<file path="config.mk">
export PLATFORM = sky130hd
export DESIGN_NAME = load_store_unit
export DESIGN_NICKNAME = d
export VERILOG_FILES = /design/src/rtl/load_store_unit.sv
export SDC_FILE = /design/constraint.sdc
export NUM_CORES = 1
export LEC_CHECK = 0
export CORE_ASPECT_RATIO = 1.1
export CORE_MARGIN = 5
export CORE_UTILIZATION = 40
export DETAILED_ROUTE_END_ITERATION = 10
export PLACE_DENSITY = 0.76
export SYNTH_ARGS = -nofsm -noshare
export SYNTH_HDL_FRONTEND = slang
export SYNTH_SLANG_ARGS = --single-unit
</file>
<file path="constraint.sdc">
create_clock -name clk_in -period 2.1 [get_ports clk_in]
set_input_delay 0.42 -clock clk_in [delete_from_list [all_inputs] [get_ports clk_in]]
set_output_delay 0.42 -clock clk_in [all_outputs]
set_load 0.02 [all_outputs]
</file>
<file path="src/rtl/load_store_unit.sv">
// Memory-stage load/store unit: req/gnt/rvalid data port, store lane alignment, load extraction.
// Optional macro MISALIGN_TRAP_EN: misaligned half/word accesses trap instead of being force-aligned.
module load_store_unit #(
    parameter int TIMEOUT_CYCLES = 16,
    parameter int CNT_W          = 5
) (
    input  logic        clk_in,
    input  logic        rst_in,
    input  logic        valid_in,
    input  logic        load_in,
    input  logic        store_in,
    input  logic [1:0]  load_size_in,
    input  logic        load_unsigned_in,
    input  logic [31:0] addr_in,
    input  logic [31:0] store_data_in,
    input  logic [4:0]  rd_addr_in,
    output logic        dmem_req_out,
    output logic        dmem_we_out,
    output logic [31:0] dmem_addr_out,
    output logic [3:0]  dmem_wstrb_out,
    output logic [31:0] dmem_wdata_out,
    input  logic        dmem_gnt_in,
    input  logic        dmem_rvalid_in,
    input  logic [31:0] dmem_rdata_in,
    output logic        stall_out,
    output logic        wb_valid_out,
    output logic        wb_rf_wr_out,
    output logic [4:0]  wb_rd_addr_out,
    output logic [31:0] wb_data_out,
    output logic        bus_err_out,
    output logic        misalign_out
);

    typedef enum logic [1:0] {IDLE, REQ, RSP, DONE} state_e;

    state_e            state_q, state_d;
    logic [CNT_W-1:0]  cnt_q, cnt_d, cnt_inc;
    logic              latch_en;
    logic              mem_op, is_byte, is_half, timeout;
    logic [1:0]        lane_in;
    logic [3:0]        wstrb_in;
    logic [31:0]       wdata_in;

    logic              we_q, load_q, uns_q;
    logic [1:0]        size_q, lane_q;
    logic [4:0]        rd_q;
    logic [31:0]       addr_q, wdata_q;
    logic [3:0]        wstrb_q;

    logic              wb_valid_q, wb_valid_d, wb_rf_wr_q, wb_rf_wr_d, bus_err_q, bus_err_d;
    logic [4:0]        wb_rd_q, wb_rd_d;
    logic [31:0]       wb_data_q, wb_data_d;
`ifdef MISALIGN_TRAP_EN
    logic              misalign_q, misalign_d, misaligned_in;
`endif

    function automatic logic [31:0] extract_load(input logic [31:0] rdata, input logic [1:0] size,
                                                 input logic [1:0] lane, input logic uns);
        logic [31:0] shifted;
        logic [7:0]  b;
        logic [15:0] h;
        logic [31:0] r;
        shifted = rdata >> {lane, 3'b000};
        b       = shifted[7:0];
        h       = lane[1] ? rdata[31:16] : rdata[15:0];
        case (size)
            2'b00:   r = {{24{b[7] & ~uns}}, b};
            2'b01:   r = {{16{h[15] & ~uns}}, h};
            default: r = rdata;
        endcase
        return r;
    endfunction

    assign mem_op  = valid_in & (load_in | store_in);
    assign is_byte = (load_size_in == 2'b00);
    assign is_half = (load_size_in == 2'b01);
    // Without the trap, the low address bits are forced to the access alignment here.
    assign lane_in  = is_byte ? addr_in[1:0] : (is_half ? {addr_in[1], 1'b0} : 2'b00);
    assign wstrb_in = ~store_in ? 4'b0000 :
                      is_byte   ? (4'b0001 << lane_in) :
                      is_half   ? (4'b0011 << lane_in) : 4'b1111;
    assign wdata_in = is_byte ? {4{store_data_in[7:0]}} :
                      is_half ? {2{store_data_in[15:0]}} : store_data_in;
`ifdef MISALIGN_TRAP_EN
    assign misaligned_in = (is_half & addr_in[0]) | (~is_byte & ~is_half & (addr_in[1:0] != 2'b00));
`endif

    assign cnt_inc = cnt_q + 1'b1;
    assign timeout = (cnt_inc == CNT_W'(TIMEOUT_CYCLES));

    always_comb begin
        state_d    = state_q;
        cnt_d      = '0;
        latch_en   = 1'b0;
        wb_valid_d = 1'b0;
        wb_rf_wr_d = 1'b0;
        wb_rd_d    = '0;
        wb_data_d  = '0;
        bus_err_d  = 1'b0;
`ifdef MISALIGN_TRAP_EN
        misalign_d = 1'b0;
`endif
        case (state_q)
            IDLE: begin
                if (mem_op) begin
                    latch_en = 1'b1;
                    state_d  = REQ;
`ifdef MISALIGN_TRAP_EN
                    if (misaligned_in) begin
                        state_d    = DONE;
                        wb_valid_d = 1'b1;
                        wb_rd_d    = rd_addr_in;
                        misalign_d = 1'b1;
                    end
`endif
                end
            end
            REQ: begin
                cnt_d = cnt_inc;
                if (dmem_gnt_in && we_q) begin
                    state_d    = DONE;
                    cnt_d      = '0;
                    wb_valid_d = 1'b1;
                    wb_rd_d    = rd_q;
                end else if (timeout) begin
                    state_d    = DONE;
                    cnt_d      = '0;
                    wb_valid_d = 1'b1;
                    wb_rd_d    = rd_q;
                    bus_err_d  = 1'b1;
                end else if (dmem_gnt_in) begin
                    state_d = RSP;
                end
            end
            RSP: begin
                cnt_d = cnt_inc;
                if (dmem_rvalid_in) begin
                    state_d    = DONE;
                    cnt_d      = '0;
                    wb_valid_d = 1'b1;
                    wb_rd_d    = rd_q;
                    wb_rf_wr_d = load_q & (rd_q != 5'd0);
                    wb_data_d  = extract_load(dmem_rdata_in, size_q, lane_q, uns_q);
                end else if (timeout) begin
                    state_d    = DONE;
                    cnt_d      = '0;
                    wb_valid_d = 1'b1;
                    wb_rd_d    = rd_q;
                    bus_err_d  = 1'b1;
                end
            end
            DONE:    state_d = IDLE;
            default: state_d = IDLE;
        endcase
    end

    always_ff @(posedge clk_in or negedge rst_in) begin
        if (!rst_in) begin
            state_q    <= IDLE;
            cnt_q      <= '0;
            wb_valid_q <= 1'b0;
            wb_rf_wr_q <= 1'b0;
            wb_rd_q    <= '0;
            wb_data_q  <= '0;
            bus_err_q  <= 1'b0;
`ifdef MISALIGN_TRAP_EN
            misalign_q <= 1'b0;
`endif
        end else begin
            state_q    <= state_d;
            cnt_q      <= cnt_d;
            wb_valid_q <= wb_valid_d;
            wb_rf_wr_q <= wb_rf_wr_d;
            wb_rd_q    <= wb_rd_d;
            wb_data_q  <= wb_data_d;
            bus_err_q  <= bus_err_d;
`ifdef MISALIGN_TRAP_EN
            misalign_q <= misalign_d;
`endif
        end
    end

    always_ff @(posedge clk_in or negedge rst_in) begin
        if (!rst_in) begin
            we_q    <= 1'b0;
            load_q  <= 1'b0;
            uns_q   <= 1'b0;
            size_q  <= '0;
            lane_q  <= '0;
            rd_q    <= '0;
            addr_q  <= '0;
            wstrb_q <= '0;
            wdata_q <= '0;
        end else if (latch_en) begin
            we_q    <= store_in;
            load_q  <= load_in;
            uns_q   <= load_unsigned_in;
            size_q  <= load_size_in;
            lane_q  <= lane_in;
            rd_q    <= rd_addr_in;
            addr_q  <= {addr_in[31:2], 2'b00};
            wstrb_q <= wstrb_in;
            wdata_q <= wdata_in;
        end
    end

    assign dmem_req_out   = (state_q == REQ);
    assign dmem_we_out    = we_q;
    assign dmem_addr_out  = addr_q;
    assign dmem_wstrb_out = wstrb_q;
    assign dmem_wdata_out = wdata_q;
    // Gated by reset so the stall is low while reset is held even if an op sits on the inputs.
    assign stall_out      = rst_in & (((state_q == IDLE) & mem_op) | (state_q == REQ) | (state_q == RSP));
    assign wb_valid_out   = wb_valid_q;
    assign wb_rf_wr_out   = wb_rf_wr_q;
    assign wb_rd_addr_out = wb_rd_q;
    assign wb_data_out    = wb_data_q;
    assign bus_err_out    = bus_err_q;
`ifdef MISALIGN_TRAP_EN
    assign misalign_out   = misalign_q;
`else
    assign misalign_out   = 1'b0;
`endif

endmodule

</file>
==> qor.yml <==
outcome: "finished clean"
synthCells: 470
leakage_nw: 3.90
start_util: 0.409
cts_hold_buf: 0
portBuffers: 219
r2r_end: "dmem_addr_out[25]$_DFFE_PN0P_"
synth_top_area_cell: "dfrtp_1"
drc: 0
finalSetupTns_ps: 0
final_layout_size_suffix_gt1_frac: 0.154
utilization: 0.644
antenna_found_initial: 0
startpoint_type: "flop"
wl_per_cell_um: 17.0
firstDrtPassIters: 7
synth-simple-area-share: 0.0861
nNetsFinal: 823
yosys_register_bits: 125
synth-xor-area-share: 0.00162
cts_sinks: 125
synthFlopType: "dfrtp_1"
wirelength_mm: 15.3
grt_start_max_net_pins: 126
die_w_um: 121
cts_tree: "yes"
ir_drop_mv: 0.842
yosys.cell_types.count: 41
slew_violations: 0
fp-row-count: 44
startpoint: "state_q[0]$_DFFE_PN0P_"
dieHeight_um: 132
synth_compound_area_frac: 0.126
hold_path_class: "input port to asynchronous set/reset pin"
setup_viol: 0
hold_viol_final: 0
max_slew_margin: 0.426
synth_top_area_frac: 0.577
period_share: 0.953
final_cell_mix: "clkdlybuf4s50_1, dfrtp_1, nand2_1"
vias: 4520
worst_pin_slew_ps: 858
async_flop_share: 1.00
synthAdderAreaFrac: 0.0185
r2r-start: "state_q[1]$_DFFE_PN0P_"
powerDensity_nw_per_um2: 1390
cts.reportedPaths.clkPinSlew_ps: 50
synth_edf_count: 0
htree_levels: 4
critPathKind: "flop to output port"
crit_arrival_ps: 1580
grt_usage: 0.198
fmax_mhz: 500
required_ps: 1680
gp_congestion: 0.849
syn_area_per_cell_sq_um: 11.5
numCtsBuffers: 17
clockRootBuffer: "clkbuf_16"
ios: 223
drtAntennaViolNets: 0
clk_path_buf_depth: 2
r2r_slack_ps: 210
grt_pass1_wl_mm: 25.1
ys_seq_area_frac: 0.577
grt_pass1_vias: 4892
synthMuxAreaShare: 0.155
min_period_ps: 2000
dp_hpwl_mm: 11.3
drv_cap: 0
dieArea_sq_um: 16000
synthTopCellsByArea: "dfrtp_1, mux2_2, mux2i_1"
reg2reg_depth: 6
antenna-diode-count: 0
area_delta_synth_final_pct: 57.6
syn_area_sq_um: 5420
ys_warn_count: 0
fin_skew_ps: 7.84
synth_top_family_by_area: "multiplexers"
layout_commonest_cell: "clkdlybuf4s50_1"
crit_path_end_kind: "output port"
rsz0062_at_grt: "false"
overflow: 0
clk-insertion-delay-late_ps: 400
drt_iter0_markers: 465
core_sq_um: 13300
cp_max_fo: 5
vias_per_cell: 5.02
-- Yosys cell counts (5+ instances only) --
cell	instances
a21o_1	16
a21oi_1	12
a221oi_1	8
a222oi_1	7
buf_2	6
clkbuf_1	17
dfrtp_1	125
ha_1	8
inv_1	14
mux2_2	50
mux2i_1	25
nand2_1	58
nor2_1	31
nor2b_1	6
nor3_1	5
o21ai_0	47
-- critical path: stages, from the launching register on --
cell	delay (ps)
dfrtp_1	380
buf_4	150
ha_1	210
buf_4	160
clkdlybuf4s15_1	280
-- metrics by stage --
step,instances,cell area (sq um),setup slack (ps),total power [W],hold WS (ps)
after detailed placement,868,7930,-339,0.00899,472
final,900,8540,98.4,0.0119,146
after CTS,899,8520,43.7,0.0120,166
after floorplan,472,5430,183,0.00644,124
after global placement,868,7930,-327,0.00884,460
after global routing,900,8540,10.6,0.0126,191
-- per-layer routing --
metal  track usage  share of wire
met2         0.336           0.52
met4        0.0749          0.019
met3        0.0785          0.093
met5             0              0
met1         0.224           0.37
-- power breakdown --
part           internal, W  switching [W]  leakage, nW  total [W]
clock network      0.00193       0.000995        0.296    0.00292
registers          0.00333       0.000537         1.59    0.00387
logic              0.00252        0.00254         2.01    0.00506
total              0.00778        0.00407         3.90     0.0118
-- how the worst max path moves through the flow --
stage               cells past startpoint  slack [ps]                        end
floorplan                               5         180                  stall_out
global placement                        5        -330                  stall_out
detailed placement                      5        -340  wb_data_out[28]$_DFF_PN0_
CTS                                     4          40               dmem_req_out
global route                            5          10                  stall_out
finish                                  4         100               dmem_req_out
-- logic make-up (layout without fill, tap and decap cells) --
| kind of cell | after synthesis | count (layout) |
|---|---|---|
| simple gates | 111 | 111 |
| xor+xnor | 1 | 1 |
| other cells | 1 | 3 |
| fa+ha+maj | 8 | 8 |
| flops | 125 | 125 |
| compound gates | 104 | 104 |
| mux | 76 | 76 |
| buf+inv | 44 | 288 |
-- repair_timing --
| action | in CTS | in global routing |
|---|---|---|
| gates resized for setup | 7 | 1 |
| buffers inserted | 0 | 1 |
| pin swaps | 0 | 1 |
| setup endpoints to repair | 2 | 17 |
| hold endpoints to repair | 0 | 0 |
-- state kept, by name, indices dropped and copies added (netlist names) --
register	cells
dmem_wstrb_out	4
size_q	2
bus_err_out	1
lane_q	2
dmem_addr_out	30
rd_q	5
wb_rd_addr_out	5
wb_valid_out	1
dmem_wdata_out	32
wb_rf_wr_out	1
uns_q	1
load_q	1
wb_data_out	32
state_q	2
cnt_q	5
dmem_we_out	1
-- cell type report --
type                       instances  area (sq um)
fill                            1055          4720
timing repair buffer             243          2410
tap                              184           230
sequential                       125          3130
clock inverter                     5          78.8
inverter                          14          52.6
multi-input combinational        303          2120
clock buffer                      26           519
Power figures use the tool's default switching activity.
